**config.mk**
```make
export PLATFORM = sky130hd
export DESIGN_NAME = bcd_seg7_scan
export DESIGN_NICKNAME = d
export VERILOG_FILES = /design/src/rtl/bcd_seg7_scan.sv
export SDC_FILE = /design/constraint.sdc
export NUM_CORES = 1
export LEC_CHECK = 0
export ABC_AREA = 1
export CAP_MARGIN = 20
export CORE_AREA = 2 2 82 76
export DETAILED_ROUTE_END_ITERATION = 6
export DIE_AREA = 0 0 84 78
export PLACE_DENSITY_LB_ADDON = 0.12
export SYNTH_ARGS = -nofsm -noshare
export SYNTH_HDL_FRONTEND = slang
export SYNTH_SLANG_ARGS = --single-unit
export TNS_END_PERCENT = 30
```
**constraint.sdc**
```tcl
create_clock -name clk -period 1.45 [get_ports clk]
set_input_delay 0.29 -clock clk [delete_from_list [all_inputs] [get_ports clk]]
set_output_delay 0.29 -clock clk [all_outputs]
set_load 0.1 [all_outputs]
```
**src/rtl/bcd_seg7_scan.sv**
```systemverilog
// Time-multiplexed common-anode 7-segment driver with frame-boundary double buffering.
// Optional: define LEADING_ZERO_BLANK_EN to blank leading zero digits (digit 0 always shown).
module bcd_seg7_scan #(
  parameter int DIGITS       = 2,
  parameter int SCAN_DIV     = 50000,
  parameter int BLANK_CYCLES = 500
) (
  input  logic                  clk,
  input  logic                  rst_n,
  input  logic [DIGITS*4-1:0]   bcd,
  input  logic                  load,
  output logic [6:0]            seg,
  output logic [DIGITS-1:0]     an,
  output logic                  frame_done
);

  localparam int CNT_W = (SCAN_DIV > 1) ? $clog2(SCAN_DIV) : 1;
  localparam int IDX_W = (DIGITS > 1) ? $clog2(DIGITS) : 1;

  localparam logic [CNT_W-1:0] CNT_LAST = CNT_W'(SCAN_DIV - 1);
  localparam logic [IDX_W-1:0] IDX_LAST = IDX_W'(DIGITS - 1);
  localparam logic [6:0]       SEG_OFF  = 7'h7F;

  // load is a single-cycle strobe with no back-pressure: bcd is captured into
  // the pending buffer on every rising edge where load is high.

  logic [CNT_W-1:0]      r_cnt;
  logic [IDX_W-1:0]      r_idx;
  logic [DIGITS*4-1:0]   r_pending;
  logic [DIGITS*4-1:0]   r_display;
  logic [6:0]            r_seg;
  logic [DIGITS-1:0]     r_an;
  logic                  r_frame_done;

  logic                  w_slot_end;
  logic                  w_frame_end;
  logic                  w_in_blank;
  logic [3:0]            w_digit;
  logic                  w_digit_blank;
  logic [DIGITS-1:0]     w_lz_mask;
  logic                  w_all_zero;
  logic [6:0]            w_seg_next;
  logic [DIGITS-1:0]     w_an_next;

  function automatic logic [6:0] decode(input logic [3:0] d);
    logic [6:0] s;
    case (d)
      4'd0:    s = 7'h40;
      4'd1:    s = 7'h79;
      4'd2:    s = 7'h24;
      4'd3:    s = 7'h30;
      4'd4:    s = 7'h19;
      4'd5:    s = 7'h12;
      4'd6:    s = 7'h02;
      4'd7:    s = 7'h78;
      4'd8:    s = 7'h00;
      4'd9:    s = 7'h10;
      default: s = 7'h7F;
    endcase
    return s;
  endfunction

  assign w_slot_end  = (r_cnt == CNT_LAST);
  assign w_frame_end = w_slot_end && (r_idx == IDX_LAST);
  assign w_in_blank  = (32'(r_cnt) < BLANK_CYCLES);

  always_comb begin
    w_digit = 4'd0;
    for (int k = 0; k < DIGITS; k++) begin
      if (r_idx == IDX_W'(k)) w_digit = r_display[4*k +: 4];
    end
  end

  // A digit is a leading zero when it and every more-significant digit are zero.
  always_comb begin
    w_lz_mask  = '0;
    w_all_zero = 1'b1;
    for (int k = DIGITS - 1; k >= 1; k--) begin
      w_all_zero   = w_all_zero & (r_display[4*k +: 4] == 4'd0);
      w_lz_mask[k] = w_all_zero;
    end
  end

`ifdef LEADING_ZERO_BLANK_EN
  always_comb begin
    w_digit_blank = 1'b0;
    for (int k = 0; k < DIGITS; k++) begin
      if (r_idx == IDX_W'(k)) w_digit_blank = w_lz_mask[k];
    end
  end
`else
  assign w_digit_blank = 1'b0;
`endif

  always_comb begin
    w_seg_next = SEG_OFF;
    w_an_next  = '1;
    if (!w_in_blank) begin
      w_an_next  = ~(DIGITS'(1) << r_idx);
      w_seg_next = w_digit_blank ? SEG_OFF : decode(w_digit);
    end
  end

  always_ff @(posedge clk or negedge rst_n) begin
    if (!rst_n) begin
      r_cnt <= '0;
      r_idx <= '0;
    end else if (w_slot_end) begin
      r_cnt <= '0;
      r_idx <= (r_idx == IDX_LAST) ? '0 : r_idx + IDX_W'(1);
    end else begin
      r_cnt <= r_cnt + CNT_W'(1);
    end
  end

  // A load landing on the frame edge bypasses pending so it is not lost for a frame.
  always_ff @(posedge clk or negedge rst_n) begin
    if (!rst_n) begin
      r_pending <= '0;
      r_display <= '0;
    end else begin
      if (load) r_pending <= bcd;
      if (w_frame_end) r_display <= load ? bcd : r_pending;
    end
  end

  always_ff @(posedge clk or negedge rst_n) begin
    if (!rst_n) begin
      r_seg        <= SEG_OFF;
      r_an         <= '1;
      r_frame_done <= 1'b0;
    end else begin
      r_seg        <= w_seg_next;
      r_an         <= w_an_next;
      r_frame_done <= w_frame_end;
    end
  end

  assign seg        = r_seg;
  assign an         = r_an;
  assign frame_done = r_frame_done;

endmodule

```
==> implementation parameters, run 1 <==
Parameter                              Value

Clock tree
  Count of clock tree sinks ... 43
  CTS tree ... done
  Clock tree root driver cell ... clkbuf_8
  Number of CTS-inserted buffers ... 5
  Insertion delay of the later-clocked pin in the worst-skew pair ... about 0.3 ns
  Clock slew at the register clock pins of the worst setup and hold paths ... 0.09 ns
  Clock H-tree levels ... 2
  Maximum buffer depth of the clock tree ... 2

Yosys
  Compound-cell area share of the yosys netlist ... between 5 and 6%
  Portion of netlist area occupied by mux cells ... 0%
  Number of nets in the synthesized netlist ... between 200 and 300
  Synth top area share ... between 30% and 40%
  Share of synthesized cell area in and, or, nand and nor gates ... between 20 and 30%
  Syn. warnings ... 0
  Synthesized flop and latch total ... 43
  Async SR Flop Fraction ... 100%
  Sequential cell area fraction in the yosys report ... 50.3%
  Post-synth top area cell ... dfrtp_1
  Largest family of logic cells by synthesized area ... simple AND/OR/NAND/NOR gates
  Main area contributors after synthesis ... dfrtp_1, nand2_1, dfstp_2
  Flip-flop cell with the highest count after synthesis ... dfrtp_1
  Unique masters post-synth ... 24
  Synth Area in XOR/XNOR ... roughly 3.6%
  Netlist area before placement ... 2160 um^2
  Post-synthesis adder-cell area fraction ... under 10%
  Mapped Avg Cell Area ... between 8 and 9 um^2
  Number of standard cells after synthesis ... ~260
  Number of enable flip-flop cells after synthesis ... 0

Floorplanning
  Floorplan core area ... between 5000 and 6000 um^2
  Standard-cell row count ... 26
  Die area ... between 6000 and 7000 um^2
  Ports placed on the boundary ... 21
  Starting density of the core ... 38.4%
  Die span in y ... approximately 80 um
  Overall die width ... roughly 84 um

STA
  Tightest Pin Transition ... ~0.42 ns
  Final worst-path cycle share ... 92.8%
  Final setup violating endpoints ... 0
  Final number of max-transition violations ... 0
  Crit path setup slack, layout ... between 0.1 and 0.15 ns
  Post-Route Skew ... 0.00981 ns
  Fmax ... 743 MHz
  Relative slew slack ... a little under three quarters
  Setup TNS after final layout ... 0 ns
  Final count of hold timing violations ... 0
  Clock period minus worst slack ... 1.35 ns

Finish
  Final Non-Filler Cells ... 370
  Final-stage net count ... roughly 320
  Util after Layout ... approximately half
  Synthesis-to-finish area growth ... 29.6%
  Antenna cells ... 0
  Share of post-route cells with drive strength above 1 ... 21.7%

Flow run
  Max-capacitance violation count ... 0

Critical path
  Setup slack, reg-to-reg ... roughly 0.10 ns
  Worst setup path category ... reg2reg
  Total buffers and inverters traversed by the critical path ... 1
  Required time at the endpoint of the critical path ... approximately 1.6 ns
  Worst setup SP type ... flip-flop
  Critical path arrival ... approximately 1.5 ns
  Delay-heaviest family, CP ... simple AND/OR/NAND/NOR gates
  Crit path cell chain ... nor2_1 -> nand2_1 -> nor2_4 -> buf_6 -> nand2_4 -> nand2_1 -> nor2_1
  Slowest cell delay on critical path ... about 0.4 ns
  Worst-path maximum fanout ... 10
  Slowest stage cell, crit path ... dfrtp_1
  Capturing element type of the critical path ... flip-flop

Pwr
  Static Leakage ... 1.39 nW
  Maximum ir drop on the vdd rail ... ~0.00034 V
  Total chip power ... 0.00207 W
  Power density over cell area ... about 740 nW/um^2

Hold path
  Hold WC Path Type ... in2async

GRT
  Total track usage ... about 14%
  Antenna violations before repair ... 0
  Pin count of the biggest net entering global routing ... 28
  Total global routing overflow ... 0
  First-pass GRT wire length ... 7340 um
  Vias in the first global route ... between 1,500 and 2,000

Place
  Placed cell count ... 361
  Placer's final routability congestion estimate ... between 0.8 and 0.9
  HPWL reported at the end of detailed placement ... around 3100 um
  Number of I/O port buffers ... 20
  Setup Slack @ Placement ... -0.0275 ns

Routing
  Post-detailed-route wirelength per cell ... between 10 and 15 um
  Total number of vias ... ~1,700
  Violation count after the first detailed-routing iteration ... 66
  Wirelength, routed ... a little over 4000 um
  Count of TritonRoute iterations in the first routing pass ... 4
  Post-route DRC violation count ... 0
  Post-route antenna net violation count ... 0
  Vias per Instance ... approximately 4.5

Outcome
  Status ... finished, final reports clean
-- per-stage QoR --
step / cell area [um^2] / hold slack [ns]
after CTS: 2720 / 0.462
after detailed placement: 2620 / 0.248
after global placement: 2620 / 0.250
after global routing: 2800 / 0.499
after floorplan: 2160 / -0.00559
final: 2800 / 0.447
-- power by group --
part	total (W)	internal, W	switching (W)
Sequential	0.00122	0.00122	0.00000516
Combinational	0.0000880	0.0000396	0.0000483
Clock	0.000753	0.000335	0.000418
-- cell usage in the layout (no fill, tap or decap), types with 2 or more instances in the layout --
cell type,Yosys,routed
a21oi_1,2,2
buf_12,0,11
buf_4,1,11
clkbuf_8,0,5
clkdlybuf4s50_1,0,9
clkinvlp_4,0,2
dfrtp_1,34,33
dfstp_2,9,9
ha_1,6,5
inv_1,38,35
inv_2,3,6
nand2_1,68,68
nand3_1,20,20
nand3_4,0,2
nand4_1,11,11
nor2_1,31,30
nor2_2,4,2
nor2_4,0,3
o21ai_0,10,9
o21ai_2,3,3
o21ai_4,1,3
xor2_1,9,9
-- routing by layer --
metal	vias to the layer above	share of wire, %	routed length (um)	GRT usage (%)
met5	-	0	0	0
met4	0	1.1	43	4.52
met3	4	3.3	134	3.51
met2	27	43	1730	20.0
met1	739	53	2160	20.3
li1	888	-	-	-
-- final timing paths --
| kind | cells past startpoint | from | end |
|---|---|---|---|
| min in group clk | 2 | r_display[7] | r_display[7] |
| min | 2 | rst_n | r_cnt[12] |
| max in group asynchronous | 3 | rst_n | r_display[3] |
| max | 7 | r_cnt[12] | r_cnt[9] |
| min reg2reg | 2 | r_display[7] | r_display[7] |
| max reg2reg | 7 | r_cnt[12] | r_cnt[9] |
-- logic make-up after synthesis --
kind of cell,count (synthesis)
buffers and inverters,46
adder cells (fa/ha/maj),6
AO/OA/AOI/OAI,18
XOR/XNOR,9
AND/OR/NAND/NOR,140
flip-flops,43
-- flip-flops by register name, summed over array words and instances (netlist names) --
signal      flops
r_pending       8
frame_done      1
r_display       8
seg             7
r_cnt          16
r_idx           1
an              2
-- synth_stat cells, types with 2 or more instances --
cell type  number
inv_1          38
nand3_1        20
o21ai_1         2
dfstp_2         9
inv_2           3
buf_6           2
o21ai_2         3
nand4_1        11
dfrtp_1        34
buf_2           2
a21oi_1         2
nand3_2         2
ha_1            6
nor2_1         31
nand2_1        68
nor2_2          4
o21ai_0        10
xor2_1          9
-- cell type report --
| cell class | count | area (um^2) |
|---|---|---|
| multi-input cells | 173 | 948 |
| fillers | 533 | 2830 |
| flip-flops and latches | 43 | 1090 |
| clock buffers | 5 | 68.8 |
| well taps | 70 | 87.6 |
| clock inverters | 3 | 20.0 |
| inverters | 41 | 154 |
| repair buffers | 35 | 434 |
-- what timing repair did --
action / 4_1_cts / 5_1_grt
hold buffers: 1 / 0
setup endpoints to repair: 0 / 25
setup buffers: 0 / 0
resized for setup: 0 / 18
hold endpoints to repair: 7 / 0
Note: power is estimated with default switching activity, not from simulation.
==> inputs of run 2 (changes only) <==
CORE_AREA = 3 3 83 77   (was 2 2 82 76)
DIE_AREA = 0 0 86 80   (was 0 0 84 78)
==> run 2 against run 1 <==
  * Non-clock buffer count is 3 higher
  * Die area is 5.0% higher
  * Critical endpoint is now r_display[1]
  * Sequential share of layout area is 0.28 points higher
  * Largest power group unchanged
  * Via count up 3.1%
  * Wire length increased by 5.4%
  * Core utilization is 0.36 points lower
  * Clock power grew 5.3%
  * Cell count is 0.81% higher
==> implementation parameters, run 2 (synthesis results as in run 1) <==
Parameter                              Value

GRT
  M1 GR Usage ... 18.4% (was 20.3%)
  Met3 track utilization from global routing ... 4.02% (was 3.51%)
  Most crowded layer after global routing ... met2 (was met1)
  Vias in the first global route ... 1,559 (was 1,600)
  Total track usage ... 13.4% (was 13.9%)
  Pin count of the biggest net entering global routing ... 20 (was 28)
  Antenna violations before repair ... 0 (unchanged)
  First-pass GRT wire length ... 7180 um (was 7340 um)
  Met2 Use GR ... 20.0% (about the same)
  Total global routing overflow ... 0 (unchanged)

Critical path
  Worst setup SP type ... flip-flop (unchanged)
  RR Endpoint ... r_display[1] (was r_cnt[9])
  Setup slack, reg-to-reg ... 0.08 ns (was 0.10 ns)
  CP Capture Point ... r_display[1] (was r_cnt[9])
  Capturing element type of the critical path ... flip-flop (unchanged)
  Critical path arrival ... 1.61 ns (was 1.53 ns)
  Worst-path maximum fanout ... 9 (was 10)
  Reg2Reg Launch Point ... r_cnt[0] (was r_cnt[12])
  Worst Reg2Reg Path Length in Cells ... 6 (was 7)
  Worst setup path category ... reg2reg (unchanged)
  Required time at the endpoint of the critical path ... 1.69 ns (was 1.63 ns)
  Worst setup path start ... r_cnt[0] (was r_cnt[12])

STA
  Final worst-path cycle share ... 94.6% (was 92.8%)
  Fmax ... 729 MHz (was 743 MHz)
  Final setup violating endpoints ... 0 (unchanged)
  Setup TNS after final layout ... 0 ns (unchanged)
  Unrepaired setup endpoints after global routing ... yes
  Clock period minus worst slack ... 1.37 ns (was 1.35 ns)
  Tightest Pin Transition ... 0.402 ns (was 0.416 ns)
  Post-Route Skew ... 0.0104 ns (was 0.00981 ns)
  Final count of hold timing violations ... 0 (unchanged)
  Final number of max-transition violations ... 0 (unchanged)
  Relative slew slack ... 72.9% (was 72.0%)

Clock tree
  Clock H-tree levels ... 2 (unchanged)
  Number of buffers inserted to repair setup after CTS ... 0 (unchanged)
  Count of clock tree sinks ... 43 (unchanged)
  Maximum buffer depth of the clock tree ... 2 (unchanged)
  Number of CTS-inserted buffers ... 5 (unchanged)
  CTS tree ... done (unchanged)
  Insertion delay of the later-clocked pin in the worst-skew pair ... 0.31 ns (was 0.30 ns)
  Clock slew at the register clock pins of the worst setup and hold paths ... 0.08 ns (was 0.09 ns)
  Clock tree root driver cell ... clkbuf_8 (unchanged)

Outcome
  Status ... finished, final reports clean (unchanged)

Pwr
  Portion of total power attributed to sequential cells ... 58.0% (was 59.3%)
  Maximum ir drop on the vdd rail ... 0.000331 V (was 0.000345 V)
  Logic gate share of total power ... 4.4% (was 4.3%)
  Clock share of power ... 37.5% (was 36.5%)
  Cell Int Power ... 0.00161 W (was 0.00159 W)
  Psw ... 0.000504 W (was 0.000471 W)
  Power density over cell area ... 759 nW/um^2 (was 737 nW/um^2)
  Fraction of power spent switching nets ... 23.9% (was 22.8%)
  Static Leakage ... 1.41 nW (was 1.39 nW)

Routing
  Vias per Instance ... 4.58 (was 4.48)
  Post-route antenna net violation count ... 0 (unchanged)
  Count of TritonRoute iterations in the first routing pass ... 4 (unchanged)
  Total number of vias ... 1,709 (was 1,658)
  Post-route DRC violation count ... 0 (unchanged)
  Violation count after the first detailed-routing iteration ... 39 (was 66)
  Wirelength, routed ... 4280 um (was 4060 um)
  Post-detailed-route wirelength per cell ... 11.5 um (was 11.0 um)

Finish
  Final-stage net count ... 319 (was 316)
  Most frequent standard cell in the layout excluding fill and tap cells ... nand2_1 (unchanged)
  Registers with the highest flip-flop counts ... r_cnt (16), r_display (8), r_pending (8) (unchanged)
  Max FFs per register ... 16 (unchanged)
  Commonest cells after routing, fill and taps aside ... nand2_1, inv_1, dfrtp_1 (unchanged)
  Final Non-Filler Cells ... 373 (was 370)
  Synthesis-to-finish area growth ... 28.6% (was 29.6%)
  Share of post-route cells with drive strength above 1 ... 21.5% (was 21.7%)
  Register with the highest flop count ... r_cnt (unchanged)
  Antenna cells ... 0 (unchanged)
  Area of all placed cells without fillers ... 2780 um^2 (was 2800 um^2)
  Util after Layout ... 49.4% (was 49.8%)

Floorplanning
  Starting density of the core ... 38.4% (unchanged)
  Floorplan core area ... 5630 um^2 (unchanged)
  Ports placed on the boundary ... 21 (unchanged)
  Die span in y ... 80 um (was 78 um)
  Overall die width ... 86 um (was 84 um)
  Die area ... 6880 um^2 (was 6550 um^2)
  Standard-cell row count ... 26 (unchanged)

Place
  Placed cell count ... 364 (was 361)
  Placer's final routability congestion estimate ... 0.864 (was 0.860)
  Placed Instance Area ... 2650 um^2 (was 2620 um^2)
  Number of I/O port buffers ... 20 (unchanged)
  HPWL reported at the end of detailed placement ... 3250 um (was 3100 um)

Flow run
  Max-capacitance violation count ... 0 (unchanged)

Hold path
  Hold WC Path Type ... in2async (unchanged)
## run 2: worst min path at each step
| stage | startpoint | end |
|---|---|---|
| after detailed placement | rst_n | r_cnt[15] |
| after CTS | rst_n | r_cnt[15] |
| after global routing | rst_n | r_cnt[15] |
| after floorplan | rst_n | frame_done |
| after global placement | rst_n | r_cnt[15] |
| final | rst_n | r_cnt[15] |
## run 2: layout make-up
class,instances,area [um^2]
fillers,561,2850
inverters,41,154
well taps,70,87.6
multi-input cells,173,912
flip-flops and latches,43,1090
clock inverters,3,25.0
repair buffers,38,445
clock buffers,5,68.8
## run 2: timing repair
action,CTS,global route
endpoints found under the setup margin,0,20
hold endpoints to repair,2,0
hold buffers,1,0
resized for setup,0,9
## run 2: power groups by stage
stage,clock [W],sequential [W],combinational [W]
after CTS,0.000833,0.00123,0.0000975
after global placement,0,0.00125,0.0000935
after global routing,0.000879,0.00123,0.000109
after detailed placement,0,0.00125,0.0000952
final,0.000793,0.00122,0.0000934
after floorplan,0,0.00125,0.0000239
## run 2: stage by stage
| step | power (W) | setup slack (ns) | hold slack (ns) |
|---|---|---|---|
| 6_report | 0.00211 | 0.0789 | 0.401 |
| 5_1_grt | 0.00222 | -0.0317 | 0.419 |
| 4_1_cts | 0.00216 | 0.0382 | 0.412 |
| 3_5_place_dp | 0.00134 | 0.00915 | 0.195 |
| 3_3_place_gp | 0.00134 | 0.0203 | 0.198 |
| 2_1_floorplan | 0.00127 | 0.0332 | -0.00559 |
## run 2: worst max-delay path: stages, from the launching register on
cell and delay, ns:
dfrtp_1 0.39, ha_1 0.20, nand3_2 0.17, nor2_4 0.18
buf_4 0.18, nand4_1 0.10, nand2_1 0.08
## run 2: per-layer routing
| layer | wire length (um) | part of all wire (%) | up-vias |
|---|---|---|---|
| li1 | - | - | 896 |
| met3 | 235 | 5.5 | 5 |
| met5 | 0 | 0 | - |
| met1 | 2150 | 50 | 766 |
| met4 | 59 | 1.4 | 0 |
| met2 | 1840 | 43 | 42 |
==> inputs of run 3 (changes only) <==
SKIP_LAST_GASP = 1   (was not set)
clock period = 1.4 ns   (was 1.45 ns; I/O delays follow)
==> run 3 against run 2 <==
  * Sequential power rose by 4%
  * Non-clock buffer count rose by 11
  * Largest power group unchanged
  * Highest routed layer unchanged
  * Final area rose by 5.8%
  * Combinational power rose by 10%
  * Largest cell class unchanged
  * Cell count rose by 2.9%
==> implementation parameters, run 3 (synthesis results as in run 1) <==
Parameter                              Value

Floorplanning
  Die area ... 6880 um^2 (unchanged)
  Standard-cell row count ... 26 (unchanged)
  Starting density of the core ... 38.4% (unchanged)
  Overall die width ... 86 um (unchanged)
  Die span in y ... 80 um (unchanged)
  Floorplan core area ... 5630 um^2 (unchanged)
  Ports placed on the boundary ... 21 (unchanged)

Routing
  Total number of vias ... 1,687 (was 1,709)
  Count of TritonRoute iterations in the first routing pass ... 4 (unchanged)
  Post-route DRC violation count ... 0 (unchanged)
  Wirelength, routed ... 4240 um (was 4280 um)
  Vias per Instance ... 4.39 (was 4.58)
  Post-detailed-route wirelength per cell ... 11.0 um (was 11.5 um)
  Post-route antenna net violation count ... 0 (unchanged)
  Violation count after the first detailed-routing iteration ... 48 (was 39)

Pwr
  Power density over cell area ... 724 nW/um^2 (was 759 nW/um^2)
  Cell Int Power ... 0.00166 W (was 0.00161 W)
  Static Leakage ... 1.46 nW (was 1.41 nW)
  Portion of total power attributed to sequential cells ... 59.5% (was 58.0%)
  Psw ... 0.000468 W (was 0.000504 W)
  Logic gate share of total power ... 4.8% (was 4.4%)
  Clock share of power ... 35.6% (was 37.5%)
  Maximum ir drop on the vdd rail ... 0.000644 V (was 0.000331 V)
  Fraction of power spent switching nets ... 22.0% (was 23.9%)

Finish
  Max FFs per register ... 16 (unchanged)
  Final-stage net count ... 330 (was 319)
  Synthesis-to-finish area growth ... 36.1% (was 28.6%)
  Registers with the highest flip-flop counts ... r_cnt (16), r_display (8), r_pending (8) (unchanged)
  Final Non-Filler Cells ... 384 (was 373)
  Antenna cells ... 0 (unchanged)
  Register with the highest flop count ... r_cnt (unchanged)
  Commonest cells after routing, fill and taps aside ... nand2_1, inv_1, dfrtp_1 (unchanged)
  Most frequent standard cell in the layout excluding fill and tap cells ... nand2_1 (unchanged)
  # fillers ... 549 (was 561)
  Share of post-route cells with drive strength above 1 ... 27.4% (was 21.5%)

Critical path
  Crit path cell chain ... inv_2 -> nand2_2 -> o21ai_4 -> inv_2 -> ha_4 -> nand2_2 -> buf_4 -> nand3_1 (was ha_1 -> nand3_2 -> nor2_4 -> buf_4 -> nand4_1 -> nand2_1)
  Slowest stage cell, crit path ... dfrtp_2 (was dfrtp_1)
  RR Endpoint ... seg[1] (was r_display[1])
  Required time at the endpoint of the critical path ... 1.63 ns (was 1.69 ns)
  Critical path arrival ... 1.57 ns (was 1.61 ns)
  Setup slack, reg-to-reg ... 0.06 ns (was 0.08 ns)
  Worst setup path category ... reg2reg (unchanged)
  Delay-heaviest family, CP ... flip-flops (was simple AND/OR/NAND/NOR gates)
  Slowest cell delay on critical path ... 0.44 ns (was 0.39 ns)
  Capturing element type of the critical path ... flip-flop (unchanged)
  Reg2Reg Launch Point ... r_idx (was r_cnt[0])
  Worst-path maximum fanout ... 5 (was 9)
  Total buffers and inverters traversed by the critical path ... 3 (was 1)
  Worst setup SP type ... flip-flop (unchanged)
  Worst Reg2Reg Path Length in Cells ... 8 (was 6)

STA
  Post-Route Skew ... 0.00331 ns (was 0.0104 ns)
  Relative slew slack ... 71.7% (was 72.9%)
  Final number of max-transition violations ... 0 (unchanged)
  Unrepaired setup endpoints after global routing ... yes (unchanged)
  Clock period minus worst slack ... 1.34 ns (was 1.37 ns)
  Setup TNS after final layout ... 0 ns (unchanged)
  Final setup violating endpoints ... 0 (unchanged)
  Final count of hold timing violations ... 0 (unchanged)
  Tightest Pin Transition ... 0.419 ns (was 0.402 ns)
  Crit path setup slack, layout ... 0.0617 ns (was 0.0789 ns)
  Fmax ... 747 MHz (was 729 MHz)
  Final worst-path cycle share ... 95.6% (was 94.6%)

Place
  Placer's final routability congestion estimate ... 0.881 (was 0.864)
  HPWL reported at the end of detailed placement ... 3240 um (was 3250 um)
  Number of I/O port buffers ... 20 (unchanged)
  Placed cell count ... 370 (was 364)
  Setup Slack @ Placement ... -0.0407 ns (was 0.00915 ns)

Clock tree
  Clock tree root driver cell ... clkbuf_8 (unchanged)
  CTS tree ... done (unchanged)
  Count of clock tree sinks ... 43 (unchanged)
  Clock H-tree levels ... 2 (unchanged)
  Maximum buffer depth of the clock tree ... 2 (unchanged)
  Number of CTS-inserted buffers ... 5 (unchanged)
  Insertion delay of the later-clocked pin in the worst-skew pair ... 0.29 ns (was 0.31 ns)
  Clock slew at the register clock pins of the worst setup and hold paths ... 0.08 ns (about the same)

Hold path
  Hold WC Path Type ... in2async (unchanged)

GRT
  First-pass GRT wire length ... 7160 um (was 7180 um)
  Antenna violations before repair ... 0 (unchanged)
  Vias in the first global route ... 1,553 (was 1,559)
  Total track usage ... 13.3% (was 13.4%)
  Pin count of the biggest net entering global routing ... 23 (was 20)
  Total global routing overflow ... 0 (unchanged)

Flow run
  Max-capacitance violation count ... 0 (unchanged)

Outcome
  Status ... finished, final reports clean (unchanged)
==> run 3: final cells by class <==
| class | instances | area, um^2 | area share (%) |
|---|---|---|---|
| Multi-Input combinational cell | 173 | 996 | 33.8 |
| Clock buffer | 6 | 72.6 | 2.47 |
| Timing Repair Buffer | 49 | 532 | 18.1 |
| Tap cell | 70 | 87.6 | 2.98 |
| Inverter | 41 | 154 | 5.23 |
| Clock inverter | 2 | 12.5 | 0.425 |
| Sequential cell | 43 | 1090 | 37.0 |
==> run 3: worst max path at each step <==
stage | start | endpoint | slack, ns | depth (start not counted)
after global placement | load | r_display[7] | -0.03 | 5
after global routing | r_idx | seg[0] | -0.01 | 10
after CTS | r_idx | seg[3] | -0.001 | 7
after floorplan | r_idx | seg[3] | -0.02 | 9
final | r_idx | seg[1] | 0.06 | 8
after detailed placement | load | r_display[7] | -0.04 | 5
==> run 3: metal layers <==
metal	vias up	share of wire (%)	GRT usage, %
li1	921	-	-
met1	734	53	19.5
met2	30	42	19.2
met3	2	3.9	2.79
met4	0	0.71	4.75
met5	-	0	0
==> run 3: through the flow <==
step                      instance area (um^2)  hold WS [ns]  utilization (%)  power [W]
final                                     2940         0.414             52.3    0.00213
after global routing                      2940         0.440             52.3    0.00225
after CTS                                 2790         0.421             49.6    0.00217
after detailed placement                  2690         0.197             47.8    0.00140
after global placement                    2690         0.196             47.8    0.00140
after floorplan                           2160       -0.0156                -    0.00132
==> run 3: timing repair <==
item / CTS / global route
cloned: 0 / 0
setup endpoints to repair: 2 / 24
pin swaps: 0 / 6
hold buffers: 1 / 0
resized for setup: 1 / 26
buffers inserted: 0 / 5
hold endpoints to repair: 3 / 0
==> run 3: power groups by stage <==
stage | clock (W) | sequential [W] | combinational [W]
floorplan | 0 | 0.00129 | 0.0000247
global placement | 0 | 0.00129 | 0.000105
detailed placement | 0 | 0.00129 | 0.000105
CTS | 0.000797 | 0.00127 | 0.000107
global route | 0.000863 | 0.00127 | 0.000120
finish | 0.000759 | 0.00127 | 0.000103
